[src/rtl/telemetry_check_pkg.sv]
// Shared types and helpers for the telemetry multi-channel checker.
// Holds channel FSM states, packet field offsets and saturating math.
package telemetry_check_pkg;

  localparam int PKT_W  = 88;
  localparam int CLS_HI = 84;
  localparam int CLS_LO = 80;

  typedef enum logic [1:0] {
    ST_UNSYNC = 2'd0,
    ST_ARMING = 2'd1,
    ST_ON     = 2'd2
  } ch_state_e;

  function automatic logic [31:0] sat_inc(
    input logic [31:0] v,
    input logic        en
  );
    return (en && v != 32'hFFFF_FFFF) ? v + 32'd1 : v;
  endfunction

endpackage

[src/rtl/telemetry_ch_tracker.sv]
// Per-channel sequence tracker: FSM, expected count, idle and streak.
// Drop classification is built when TELEMETRY_MULTI_CHECK_DROP_EN is defined.
module telemetry_ch_tracker
  import telemetry_check_pkg::*;
#(
  parameter int          G_CNT_W       = 10,
  parameter logic [19:0] G_MATCH_CNT   = 20'h4ffff,
  parameter logic [15:0] G_TIMEOUT_CNT = 16'hffff,
  parameter int          G_MAX_GAP     = 4
) (
  input  logic               clk,
  input  logic               rst_n,
  input  logic               i_pkt,
  input  logic [G_CNT_W-1:0] i_cnt,
  output logic               o_mis,
  output logic               o_drop,
  output logic               o_okay_led,
  output logic               o_link_okay
);

  ch_state_e          r_state;
  logic [G_CNT_W-1:0] r_exp;
  logic [15:0]        r_idle;
  logic [19:0]        r_mcnt;
  logic               r_led;
  logic               r_link;
  logic               w_cmp;
  logic               w_match;

  assign w_cmp       = i_pkt && (r_state != ST_UNSYNC);
  assign w_match     = w_cmp && (i_cnt == r_exp);
  assign o_mis       = w_cmp && (i_cnt != r_exp);
  assign o_okay_led  = r_led;
  assign o_link_okay = r_link;

`ifdef TELEMETRY_MULTI_CHECK_DROP_EN
  logic [G_CNT_W-1:0] w_gap;
  assign w_gap  = i_cnt - r_exp;
  assign o_drop = o_mis && (32'(w_gap) <= G_MAX_GAP);
`else
  logic w_unused_gap;
  assign w_unused_gap = ^32'(G_MAX_GAP);
  assign o_drop       = 1'b0;
`endif

  always_ff @(posedge clk or negedge rst_n) begin
    if (!rst_n) begin
      r_state <= ST_UNSYNC;
      r_exp   <= '0;
      r_idle  <= '0;
      r_mcnt  <= '0;
      r_led   <= 1'b0;
      r_link  <= 1'b0;
    end else if (i_pkt) begin
      r_idle <= '0;
      r_exp  <= G_CNT_W'(i_cnt + 1'b1);
      unique case (r_state)
        ST_UNSYNC: begin
          r_state <= ST_ARMING;
          r_mcnt  <= '0;
        end
        ST_ARMING: begin
          r_link <= w_match;
          if (!w_match) begin
            r_mcnt <= '0;
          end else if (r_mcnt == G_MATCH_CNT) begin
            r_state <= ST_ON;
            r_led   <= 1'b1;
          end else begin
            r_mcnt <= r_mcnt + 20'd1;
          end
        end
        ST_ON: begin
          r_link <= w_match;
          if (!w_match) begin
            r_state <= ST_ARMING;
            r_mcnt  <= '0;
            r_led   <= 1'b0;
          end
        end
        default: begin
          r_state <= ST_UNSYNC;
          r_led   <= 1'b0;
          r_link  <= 1'b0;
        end
      endcase
    end else begin
      if (r_idle != G_TIMEOUT_CNT)
        r_idle <= r_idle + 16'd1;
      // a packet in the same cycle takes the branch above instead
      if (r_idle == G_TIMEOUT_CNT && r_state != ST_UNSYNC) begin
        r_state <= ST_UNSYNC;
        r_mcnt  <= '0;
        r_led   <= 1'b0;
        r_link  <= 1'b0;
      end
    end
  end

endmodule

[src/rtl/telemetry_multi_check.sv]
// Multi-channel telemetry sequence checker with saturating statistics.
// Optional drop counter: define TELEMETRY_MULTI_CHECK_DROP_EN.
module telemetry_multi_check
  import telemetry_check_pkg::*;
#(
  parameter int          G_NUM_CH      = 2,
  parameter logic [3:0]  G_CLASS_BASE  = 4'hD,
  parameter int          G_CNT_W       = 10,
  parameter logic [19:0] G_MATCH_CNT   = 20'h4ffff,
  parameter logic [15:0] G_TIMEOUT_CNT = 16'hffff,
  parameter int          G_MAX_GAP     = 4
) (
  input  logic                clk_256M,
  input  logic                rst_n,
  input  logic [PKT_W-1:0]    packet_data,
  input  logic                packet_valid,
  input  logic                reset_counters,
  input  logic [2:0]          ch_sel,
  output logic [31:0]         total_packets,
  output logic [31:0]         checked_packets,
  output logic [31:0]         mismatch_packets,
  output logic [31:0]         ch_mismatch,
  output logic [31:0]         drop_packets,
  output logic [G_NUM_CH-1:0] ch_okay_led,
  output logic [G_NUM_CH-1:0] ch_link_okay,
  output logic                okay_led
);

  logic [1:0]          r_rst_sync;
  logic                w_rst_n;
  logic [3:0]          w_idx;
  logic [G_NUM_CH-1:0] w_hit;
  logic [G_NUM_CH-1:0] w_mis;
  logic [G_NUM_CH-1:0] w_drop;
  logic                w_chk;
  logic                w_any_mis;
  logic                w_unused;

  logic [31:0] r_total;
  logic [31:0] r_checked;
  logic [31:0] r_mis;
  logic [31:0] r_ch_mux;
  logic [31:0] r_ch_cnt [G_NUM_CH];
  logic [31:0] w_ch_nxt [G_NUM_CH];
  logic [31:0] w_sel_nxt;

  // reset asserts immediately, releases after two clock edges
  always_ff @(posedge clk_256M or negedge rst_n) begin
    if (!rst_n) r_rst_sync <= '0;
    else        r_rst_sync <= {r_rst_sync[0], 1'b1};
  end
  assign w_rst_n = r_rst_sync[1];

  assign w_idx = packet_data[CLS_HI-1:CLS_LO] - G_CLASS_BASE;

  always_comb begin
    w_hit = '0;
    for (int c = 0; c < G_NUM_CH; c++)
      w_hit[c] = packet_valid && (w_idx == 4'(c));
  end

  assign w_chk     = |w_hit;
  assign w_any_mis = |w_mis;

  for (genvar c = 0; c < G_NUM_CH; c++) begin : g_ch
    telemetry_ch_tracker #(
      .G_CNT_W      (G_CNT_W),
      .G_MATCH_CNT  (G_MATCH_CNT),
      .G_TIMEOUT_CNT(G_TIMEOUT_CNT),
      .G_MAX_GAP    (G_MAX_GAP)
    ) u_trk (
      .clk        (clk_256M),
      .rst_n      (w_rst_n),
      .i_pkt      (w_hit[c]),
      .i_cnt      (packet_data[G_CNT_W-1:0]),
      .o_mis      (w_mis[c]),
      .o_drop     (w_drop[c]),
      .o_okay_led (ch_okay_led[c]),
      .o_link_okay(ch_link_okay[c])
    );
  end

  assign okay_led = &ch_okay_led;

  // mux the next value so a new packet is visible in one cycle
  always_comb begin
    w_sel_nxt = '0;
    for (int c = 0; c < G_NUM_CH; c++) begin
      w_ch_nxt[c] = reset_counters ? '0 : sat_inc(r_ch_cnt[c], w_mis[c]);
      if (ch_sel == 3'(c))
        w_sel_nxt = w_ch_nxt[c];
    end
  end

  always_ff @(posedge clk_256M or negedge w_rst_n) begin
    if (!w_rst_n) begin
      r_total   <= '0;
      r_checked <= '0;
      r_mis     <= '0;
      r_ch_mux  <= '0;
      for (int c = 0; c < G_NUM_CH; c++)
        r_ch_cnt[c] <= '0;
    end else begin
      r_ch_mux <= w_sel_nxt;
      for (int c = 0; c < G_NUM_CH; c++)
        r_ch_cnt[c] <= w_ch_nxt[c];
      if (reset_counters) begin
        r_total   <= '0;
        r_checked <= '0;
        r_mis     <= '0;
      end else begin
        r_total   <= sat_inc(r_total, packet_valid);
        r_checked <= sat_inc(r_checked, w_chk);
        r_mis     <= sat_inc(r_mis, w_any_mis);
      end
    end
  end

  assign total_packets    = r_total;
  assign checked_packets  = r_checked;
  assign mismatch_packets = r_mis;
  assign ch_mismatch      = r_ch_mux;

`ifdef TELEMETRY_MULTI_CHECK_DROP_EN
  logic [31:0] r_drop;

  always_ff @(posedge clk_256M or negedge w_rst_n) begin
    if (!w_rst_n)            r_drop <= '0;
    else if (reset_counters) r_drop <= '0;
    else                     r_drop <= sat_inc(r_drop, |w_drop);
  end

  assign drop_packets = r_drop;
  assign w_unused = ^{packet_data[PKT_W-1:CLS_HI],
                      packet_data[CLS_LO-1:G_CNT_W]};
`else
  assign drop_packets = '0;
  assign w_unused = ^{packet_data[PKT_W-1:CLS_HI],
                      packet_data[CLS_LO-1:G_CNT_W], w_drop};
`endif

endmodule

[config.mk]
export PLATFORM = sky130hd
export DESIGN_NAME = telemetry_multi_check
export DESIGN_NICKNAME = d
export VERILOG_FILES = /design/src/rtl/telemetry_check_pkg.sv /design/src/rtl/telemetry_ch_tracker.sv /design/src/rtl/telemetry_multi_check.sv
export SDC_FILE = /design/constraint.sdc
export NUM_CORES = 1
export LEC_CHECK = 0
export CAP_MARGIN = 20
export CORE_UTILIZATION = 38
export CTS_CLUSTER_SIZE = 40
export DETAILED_ROUTE_END_ITERATION = 7
export GPL_ROUTABILITY_DRIVEN = 0
export PLACE_DENSITY = 0.7
export RECOVER_POWER = 100
export SYNTH_ARGS = -nofsm -noshare
export SYNTH_HDL_FRONTEND = slang
export SYNTH_SLANG_ARGS = --single-unit
[constraint.sdc]
create_clock -name clk_256M -period 11.35 [get_ports clk_256M]
set_input_delay 2.27 -clock clk_256M [delete_from_list [all_inputs] [get_ports clk_256M]]
set_output_delay 2.27 -clock clk_256M [all_outputs]
set_load 0.01 [all_outputs]
== Yosys cells after proc, flatten, opt, wreduce, memory -nomap -nowiden ==
Index checks and enable logic that the tools add are counted.
Widths: inputs -> output; s select.

* Bits in registers: 294
* Latch bits: 0
* RAM bits: 0
* Memory bits (read-only): 0
* Output and inout port bits: 165
* Word-level logic and storage cells: 160
* Memories: 0

* Add/sub/neg operators: 11
* $mul: 0
* Div/mod/pow operators: 0
* $lt $le $gt $ge: 0
* Eq/ne operators: 33
* Shifts and indexed selects: 0
* Multiplexer cells: 56
* Bitwise operators: 0
* Reductions and logical operators: 41

{| class="wikitable"
|+ Operators by type and width
! cell !! number
|-
| $mux 32 || 12
|-
| $mux 20 || 10
|-
| $add 32x1->32 const B || 5
|-
| $ne 32x32->1 const B || 5
|-
| $pmux 20 s3 || 2
|-
| $mux 16 || 4
|-
| $add 20x1->20 const B || 2
|-
| $eq 20x19->1 const B || 2
|-
| $add 16x1->16 const B || 2
|-
| $eq 16x16->1 const B || 2
|-
| $ne 16x16->1 const B || 2
|-
| $eq 10x10->1 || 2
|-
| $mux 2 || 10
|-
| $ne 10x10->1 || 2
|-
| $ne 3x3->1 const B || 6
|-
| $reduce_bool 2->1 || 9
|-
| $ne 4x4->1 const B || 4
|-
| $reduce_and 4->1 || 4
|-
| $logic_and 1x1->1 || 15
|-
| $mux 1 || 12
|-
| $pmux 2 s3 || 2
|-
| $add 10x1->10 const B || 1
|-
| $reduce_and 5->1 || 2
|-
| $reduce_or 2->1 || 4
|-
| other kinds (12) || 20
|}

== Longest topological paths before layout ==
* Depth in word-level cells: 10
* Gate-level depth with buffers: 10
* Depth with buffers taken out: 8

== Cells and area by module ==
From an unflattened synthesis, not the netlist that was laid out.

* Cell total of the unflattened synthesis: 1647
* Area total of the unflattened synthesis: 15499.9 sq um

{| class="wikitable"
|+ By module, submodules not included
! module !! times used !! cells each !! area an instance (sq um) !! sequential area each (sq um)
|-
| telemetry_multi_check || 1 || 1011 || 9739.3 || 4854.7
|-
| telemetry_ch_tracker || 2 || 318 || 2880.3 || 1251.2
|}

== Least setup slack after synthesis ==
Ideal clock, no wire load.

* Kind: input port to flip-flop
* From: input port packet_data[6]
* To: register r_mis[11] (netlist: mismatch_packets[11])
* Data arrival time: 4.254 ns
* Required time: 11.225 ns
* Setup slack: 6.971 ns
* Stages: 8
* Path buffers: 2
* Cells stage by stage: clkbuf_1 -> xor2_1 -> nor4_4 -> a31oi_1 -> a21oi_2 -> clkbuf_1 -> nor3_1 -> mux2_2

* Cells in the longest elaborated chain, start to end: 5

{| class="wikitable"
|+ RTL lines
! item !! line !! RTL
|-
| from (decl) || telemetry_multi_check.sv:15 || <nowiki>input logic [PKT_W-1:0] packet_data,</nowiki>
|-
| $ne 10x10->1 || telemetry_ch_tracker.sv:32 || <nowiki>assign o_mis = w_cmp && (i_cnt != r_exp);</nowiki>
|-
| $logic_and 1x1->1 || telemetry_ch_tracker.sv:32 ||
|-
| $reduce_or 2->1 (*) || telemetry_multi_check.sv:63 || <nowiki>assign w_any_mis = |w_mis;</nowiki>
|-
| $logic_and 1x1->1 (*) || telemetry_check_pkg.sv:19 || <nowiki>return (en && v != 32'hFFFF_FFFF) ? v + 32'd1 : v;</nowiki>
|-
| $reduce_bool 2->1 (no source line) (*) || - ||
|-
| to (signal assigned) || telemetry_multi_check.sv:114 || <nowiki>r_mis <= sat_inc(r_mis, w_any_mis);</nowiki>
|-
| to (decl) || telemetry_multi_check.sv:41 || <nowiki>logic [31:0] r_mis;</nowiki>
|}

Mark *: on every way between the ends. The rest lies on a longest branch, timed or not.
A chain may end at the register's enable or synchronous reset.

== Worst setup path after layout ==
* From: input port packet_data[5]
* To: register r_mis[20] (netlist: mismatch_packets[20])

The elaborated chain is that of the path after synthesis.

==> out/metrics.cfg <==
[status]
outcome=complete, but fails checks
violations=DRC, capacitance limit, slew limit

[clock_tree]
clkSinkCount=294
cts_tree=built
numCtsBuffers=34
path_clk_slew_ns=0.06
cts_max_path_buffers=3
clkLatencyLatePin_ns=0.52
cts.repair.resized=0
post_cts_buffers=0
cts_hold_buf=0
cts_root_buf=clkbuf_16
ctsHtreeMaxLevel=2

[drt]
vias_per_cell=5.60
antenna_left=0
drt_iter0_markers=952
wire_per_inst_um=17.3
drc=12
num_vias=13423
drtPass1Iterations=7
wl_um=41300

[worst_setup_path]
cp_cell_sequence=dlygate4sd3_1 -> xor2_1 -> nor4_1 -> a31oi_1 -> a21oi_1 -> clkbuf_1 -> or4_1 -> a21oi_1
end_kind=flip-flop
cp.arrival_ns=7.27
critPathSlowestCell=nor4_1
start_kind=input pin
critPathRequiredTime_ns=11.54
crit_type=in -> reg
cp_max_fo=42
path_delay_family=buffers and inverters
critPathMaxStageDelay_ns=1.27
critPathBufInv=2
path_common_cell=a21oi_1

[final_layout]
multiInputGateArea_mm2=0.00789
drive_gt1_share_pct=4.67
postLayoutCoreUtil_pct=45.8
final_nets=1952
register_area_mm2=0.00736
nFillCells=3896
area_growth_pct=18.4
num_antenna_cells=0

[synthesis]
syn_inst=1724
yosys.area.top_type_share_pct=46.3
syn_avg_cell_area_um2=9.21
synth_most_common_cell=dfrtp_1
ys_ff_latch=294
synth-edff-count=0
yosys-top-cells-count=294 x dfrtp_1, 226 x nor2_1, 124 x nand2_1, 102 x nand3_1, 101 x xor2_1
async_reset_ff_share_pct=100
synthTopCellsByArea=dfrtp_1 46%, xor2_1 5.6%, nor2_1 5.3%
ys_types=74
synth_flop_cell=dfrtp_1
synth_top_area_cell=dfrtp_1
syn-cell-area_mm2=0.0159
yosysSeqAreaShare_pct=46.3
yosysWarnings=0

[timing]
worstMarginPinSlew_ns=3.99
fin_skew_ns=0.0213
fin_crit_sh_pct=62.4
setup_viol=0
slew_violations=281
clock.fmax_mhz=141
period_needed_ns=7.08
slew_headroom_pct=-166
rsz0062_at_grt=no
finalHoldViolCount=0
tns_ns=0

[floorplanning]
die_area_mm2=0.0426
rows=74
initial_core_util_pct=38.7
die_w_um=206
design.core.area_mm2=0.0410
fp.dieH_um=206
pin_count=260

[global_routing]
grt.overflow.total=0
grt_max_degree=150
grt_pass1_vias=12794
grt_use_total_pct=19.4
grt_pass1_wl_um=67500
antenna_found_initial=0

[power_and_ir_drop]
power_density_mw_per_mm2=133
p_leak_nw=8.04
max-vdd-ir-drop_v=0.0000887

[place]
dp_hpwl_um=28200
port_buffers=153

[worst_hold_path]
hp-class=reg -> async

[run]
drv_cap=5

[final timing paths]
| kind | startpoint | endpoint | slack (ns) | cells past startpoint |
|---|---|---|---|---|
| worst max-delay path | packet_data[5] | mismatch_packets[20] | 4.27 | 8 |
| worst min-delay path | r_rst_sync[1] | mismatch_packets[21] | 0.23 | 0 |
| worst max register to register | r_rst_sync[1] | g_ch[1].u_trk.r_idle[7] | 4.68 | 2 |
| worst min register to register | r_rst_sync[1] | mismatch_packets[21] | 0.23 | 0 |
| max in group asynchronous | r_rst_sync[1] | g_ch[1].u_trk.r_idle[7] | 4.68 | 2 |
| min in group clk_256M | r_rst_sync[0] | r_rst_sync[1] | 0.35 | 0 |
[power breakdown]
part	total, W	internal [W]	switching (W)	leakage, nW
Clock	0.00112	0.000679	0.000443	0.557
Sequential	0.00116	0.00111	0.0000560	4.03
Combinational	0.000209	0.0000769	0.000132	3.45
Total	0.00249	0.00186	0.000631	8.04
[final cells by class]
cell class | count | area share, %
Inverter | 30 | 0.599
Timing Repair Buffer | 167 | 8.70
Clock buffer | 53 | 5.34
Multi-Input combinational cell | 1312 | 42.0
Sequential cell | 294 | 39.1
Tap cell | 532 | 3.54
Clock inverter | 8 | 0.732
[flip-flops by register name (all words and copies together) (netlist names)]
register / cells
r_ch_cnt: 64
g_ch.u_trk.r_mcnt: 40
ch_mismatch: 32
checked_packets: 32
g_ch.u_trk.r_idle: 32
mismatch_packets: 32
total_packets: 32
g_ch.u_trk.r_exp: 20
g_ch.u_trk.r_state: 4
g_ch.u_trk.o_link_okay: 2
g_ch.u_trk.o_okay_led: 2
r_rst_sync: 2
[cells by family (layout without fill, tap and decap cells)]
family                     Yosys count  count (layout)  synth area share, %
xor gates and xnor gates           165             165                 9.10
other                                2              33               0.0473
muxes                               21              21                 1.45
DFF                                294             294                 46.3
buffers and inverters              149             258                 4.51
adders and majority gates           18              18                 1.42
and+or+nand+nor                    832             832                 27.2
AOI/OAI and AO/OA                  243             243                 9.94
[stage by stage]
step	hold WS (ns)	instances	instance area (um^2)	power [W]	setup slack, ns
floorplan	0.331	1755	16000	0.00133	2.55
global placement	0.337	2330	17700	0.00138	4.86
detailed placement	0.339	2331	17700	0.00139	4.76
CTS	0.353	2392	18900	0.00252	5.33
global route	0.289	2396	18800	0.00260	3.17
finish	0.227	2396	18800	0.00249	4.27
[per-layer routing]
metal	GRT usage (%)	up-vias	wire, um
li1	-	6369	-
met1	26.5	6620	18400
met2	30.7	370	19600
met3	3.48	64	2200
met4	6.93	0	1160
met5	0	-	0
[layout by cell type, fill, tap and decap left out, drive strengths merged, types with 16 or more instances in the layout]
cell / n
nand3: 102
ha: 18
nor4: 49
xnor2: 64
inv: 30
xor2: 101
or4: 17
or3: 16
conb: 33
o21ai: 70
nand4: 96
nor2b: 24
clkbuf: 61
o31ai: 43
nand2: 124
mux2: 16
nor2: 226
a21oi: 37
dfrtp: 294
nor3: 46
o22ai: 33
and4: 17
dlygate4sd3: 137
and3: 57
Note: power is estimated with default switching activity, not from simulation.
==> RTL change 1, RTL diff (same settings) <==
`G_MATCH_CNT` is set to 20'h4ffff in 2 places; all go to 20'h40000.
--- a/src/rtl/telemetry_ch_tracker.sv
+++ b/src/rtl/telemetry_ch_tracker.sv
@@ -4,7 +4,7 @@
   import telemetry_check_pkg::*;
 #(
   parameter int          G_CNT_W       = 10,
-  parameter logic [19:0] G_MATCH_CNT   = 20'h4ffff,
+  parameter logic [19:0] G_MATCH_CNT   = 20'h40000,
   parameter logic [15:0] G_TIMEOUT_CNT = 16'hffff,
   parameter int          G_MAX_GAP     = 4
 ) (
--- a/src/rtl/telemetry_multi_check.sv
+++ b/src/rtl/telemetry_multi_check.sv
@@ -6,7 +6,7 @@
   parameter int          G_NUM_CH      = 2,
   parameter logic [3:0]  G_CLASS_BASE  = 4'hD,
   parameter int          G_CNT_W       = 10,
-  parameter logic [19:0] G_MATCH_CNT   = 20'h4ffff,
+  parameter logic [19:0] G_MATCH_CNT   = 20'h40000,
   parameter logic [15:0] G_TIMEOUT_CNT = 16'hffff,
   parameter int          G_MAX_GAP     = 4
 ) (
Behaviour: same outputs for any inputs over 4 cycles, from zero or initial values and one cycle with rst_n low; that may be too few to reach the edited logic, so the function may still have changed.
==> RTL change 1 against the original RTL <==
The run ends with capacitance limit, slew limit left; power about the same; setup slack worse by 0.60 ns; design area down 0.37%; combinational power down 5%; final cell count down 0.50%; routed wire length down 4.5%; area after synthesis down 0.51%; sequential cell count unchanged.
==> RTL change 1: results (changes against the original RTL) <==
status finished with violations; violated checks capacitance limit, slew limit; Post-Place Cells 2321 (-0.43%); critical path fanouts, max 88 (+110%); detailed-route via count 13200 (-1.5%); Post-Syn Instances 1702 (-1.3%); Netlist cell types 76 (+2.7%); final count of pins violating max slew 507 (+80%); vias per cell 5.55 (-1.0%); WP data arrival 8.09 ns (+0.82 ns); first-pass GRT wire length 64.8 mm (-4.0%); share of layout cells above drive strength 1 0.0491 (+0.00246); DPL Wire Length 27.1 mm (-4.0%); commonest cells in the netlist 294 x dfrtp_1, 226 x nor2_1, 125 x nand2_1; CP max-delay cell clkbuf_1; mux cell area share after synthesis 0.00871 (-0.00579); slew margin rel. -1.58 (+0.0787); Post-DP Area 17700 um^2 (-0.24%); Avg WL per Cell 16.6 um (-4.0%); CP max stage delay 2.79 ns (+1.52 ns); largest net degree at the start of global routing 89 (-41%); Post-Synth Adder-Cell Area 0.0158 (+0.00166); top-area cell type share of the netlist area 0.466 (+0.00239); Max Cap Viol 9 (+4); Seq/Total Area, Yosys 0.466 (+0.00239)
[RTL change 1: metal layers]
layer,track usage,part of all wire,vias up
li1,-,-,6298
met1,0.257,0.45,6469
met2,0.304,0.48,387
met3,0.0260,0.052,67
met4,0.0562,0.021,0
met5,0,0,-
[RTL change 1: power by group]
group	internal, mW	total (mW)	switching [mW]	leakage, nW
combinational	0.0770	0.199	0.122	3.27
clock	0.678	1.12	0.444	0.565
sequential	1.11	1.17	0.0633	4.03
total	1.86	2.49	0.630	7.86
[RTL change 1: per-stage QoR]
step	utilization	total power, mW	hold slack [ns]
final	0.458	2.49	0.349
after global routing	0.458	2.60	0.365
after CTS	0.460	2.53	0.352
after detailed placement	0.432	1.39	0.340
after global placement	0.431	1.38	0.338
after floorplan	-	1.34	0.331
[RTL change 1: layout make-up]
class	instances	area share
multi-input cells	1302	0.420
flip-flops and latches	294	0.393
repair buffers	169	0.0860
clock buffers	50	0.0530
well taps	532	0.0355
clock inverters	12	0.00781
inverters	25	0.00501
[RTL change 1: path summary, 6_finish.rpt]
check                               startpoint                 endpoint  slack, ns  cells after the start
worst max-delay path            reset_counters     mismatch_packets[31]       3.66                      4
worst min-delay path             r_rst_sync[0]            r_rst_sync[1]       0.35                      0
worst max register to register   r_rst_sync[1]      checked_packets[10]       5.21                      1
worst min register to register   r_rst_sync[0]            r_rst_sync[1]       0.35                      0
max in group asynchronous        r_rst_sync[1]      checked_packets[10]       5.21                      1
min in group asynchronous        r_rst_sync[1]  g_ch[0].u_trk.r_mcnt[9]       1.25                      0
[RTL change 1: cells by family (layout without fill, tap and decap cells)]
group | Yosys count | count (layout)
flops | 294 | 294
other cells | 2 | 33
xor+xnor | 175 | 175
buf+inv | 137 | 256
mux | 13 | 13
simple gates | 821 | 821
compound gates | 240 | 240
fa+ha+maj | 20 | 20
==> RTL change 2, RTL diff (config.mk and constraints unchanged) <==
Made on the original files. Re-encode `ch_state_e` (3 states) as one-hot, 3 bits wide.
--- a/src/rtl/telemetry_check_pkg.sv
+++ b/src/rtl/telemetry_check_pkg.sv
@@ -6,10 +6,10 @@
   localparam int CLS_HI = 84;
   localparam int CLS_LO = 80;
 
-  typedef enum logic [1:0] {
-    ST_UNSYNC = 2'd0,
-    ST_ARMING = 2'd1,
-    ST_ON     = 2'd2
+  typedef enum logic [2:0] {
+    ST_UNSYNC = 3'b001,
+    ST_ARMING = 3'b010,
+    ST_ON     = 3'b100
   } ch_state_e;
 
   function automatic logic [31:0] sat_inc(
Function: no difference found for any inputs over 4 cycles, from zero or initial values and one cycle with rst_n low; so few cycles prove little.
==> RTL change 2 against the original RTL <==
The flow finishes with violations (capacitance limit, slew limit); first-iteration DRC count decreased by 20%; sequential cell count increased by 2; design area is 3.7% lower; setup slack got worse by 0.53 ns; area after synthesis down 4.4%; routed wire length decreased by 15%; power rose by 1.5%; synthesized cell count fell by 5.9%; critical path type unchanged; largest power group unchanged.
==> RTL change 2: results (changes against the original RTL) <==
status finished with violations; violated checks capacitance limit, slew limit; Post-Synth Adder-Cell Area 0.00824 (-0.00594); critical path fanouts, max 88 (+110%); worst reg-to-reg path cell count 1 (-1); final WL 35.3 mm (-15%); slew margin rel. -1.89 (-0.225); total CTS buffers 35 (+2.9%); mux cell area share after synthesis 0.00544 (-0.00906); commonest cells in the netlist 294 x dfrtp_1, 248 x nor2_1, 141 x nand2_1; final count of pins violating max slew 516 (+84%); clock skew 0.0274 ns (+0.00610 ns); WP data arrival 7.87 ns (+0.60 ns); first-pass GRT wire length 59.1 mm (-12%); Iter 0 DRT Violations 763 (-20%); Max Cap Viol 8 (+3); worst-skew pair later-pin latency 0.54 ns (+0.02 ns); CP max stage delay 2.96 ns (+1.69 ns); Netlist cell types 69 (-6.8%); combinational share of power 0.087 (+0.003); DPL Wire Length 23.7 mm (-16%); Synth Area in XOR/XNOR 0.120 (+0.0290); Sw Share 0.256 (+0.00335); final net count 1856 (-4.9%); M1 WL 15.9 mm (-13%); top post-synthesis cells by area dfrtp_1 48%, xor2_1 6.5%, nor2_1 6.1%; share of layout cells above drive strength 1 0.0456 (-0.00109); Hold Path Class flip-flop to flip-flop; drt first pass iters 5 (-2); top-area cell type share of the netlist area 0.485 (+0.0212); peak supply drop 0.147 mV (+66%)
-- RTL change 2: cell types whose count changed in the layout (fill, tap and decap cells not counted), sizes merged, moves of 11 or more --
cell   unedited run  this run
nor2            226       248
and3             57        42
xor2            101       112
xnor2            64        96
nor3             46        59
mux2             16         2
nand4            96        77
or4              17         2
nand2           124       142
nor4             49        27
o31ai            43        11
-- RTL change 2: path summary, 6_finish.rpt --
check / startpoint / slack, ns / to
setup / recovery: reset_counters / 3.73 / r_ch_cnt[27]
hold / removal: r_rst_sync[0] / 0.34 / r_rst_sync[1]
setup reg to reg: r_rst_sync[1] / 5.57 / r_ch_cnt[37]
hold reg to reg: r_rst_sync[0] / 0.34 / r_rst_sync[1]
max in group asynchronous: r_rst_sync[1] / 5.57 / r_ch_cnt[37]
min in group asynchronous: r_rst_sync[1] / 0.76 / total_packets[24]
-- RTL change 2: stage by stage --
step	power, mW	hold WS (ns)	worst slack [ns]	utilization	cells
after floorplan	1.38	0.331	2.49	-	1653
after global placement	1.43	0.337	5.79	0.437	2231
after detailed placement	1.44	0.336	5.76	0.437	2231
after CTS	2.57	0.347	6.31	0.466	2294
after global routing	2.65	0.353	3.05	0.464	2295
final	2.53	0.344	3.73	0.464	2295
-- RTL change 2: layout make-up --
cell class / instances / area share
Sequential cell: 296 / 0.409
Multi-Input combinational cell: 1231 / 0.399
Timing Repair Buffer: 166 / 0.0880
Clock buffer: 54 / 0.0584
Tap cell: 518 / 0.0358
Clock inverter: 9 / 0.00518
Inverter: 21 / 0.00435
-- RTL change 2: layer usage --
metal / vias to the layer above / track usage
li1: 5820 / -
met1: 5935 / 0.231
met2: 265 / 0.277
met3: 61 / 0.0456
met4: 0 / 0.0522
met5: - / 0
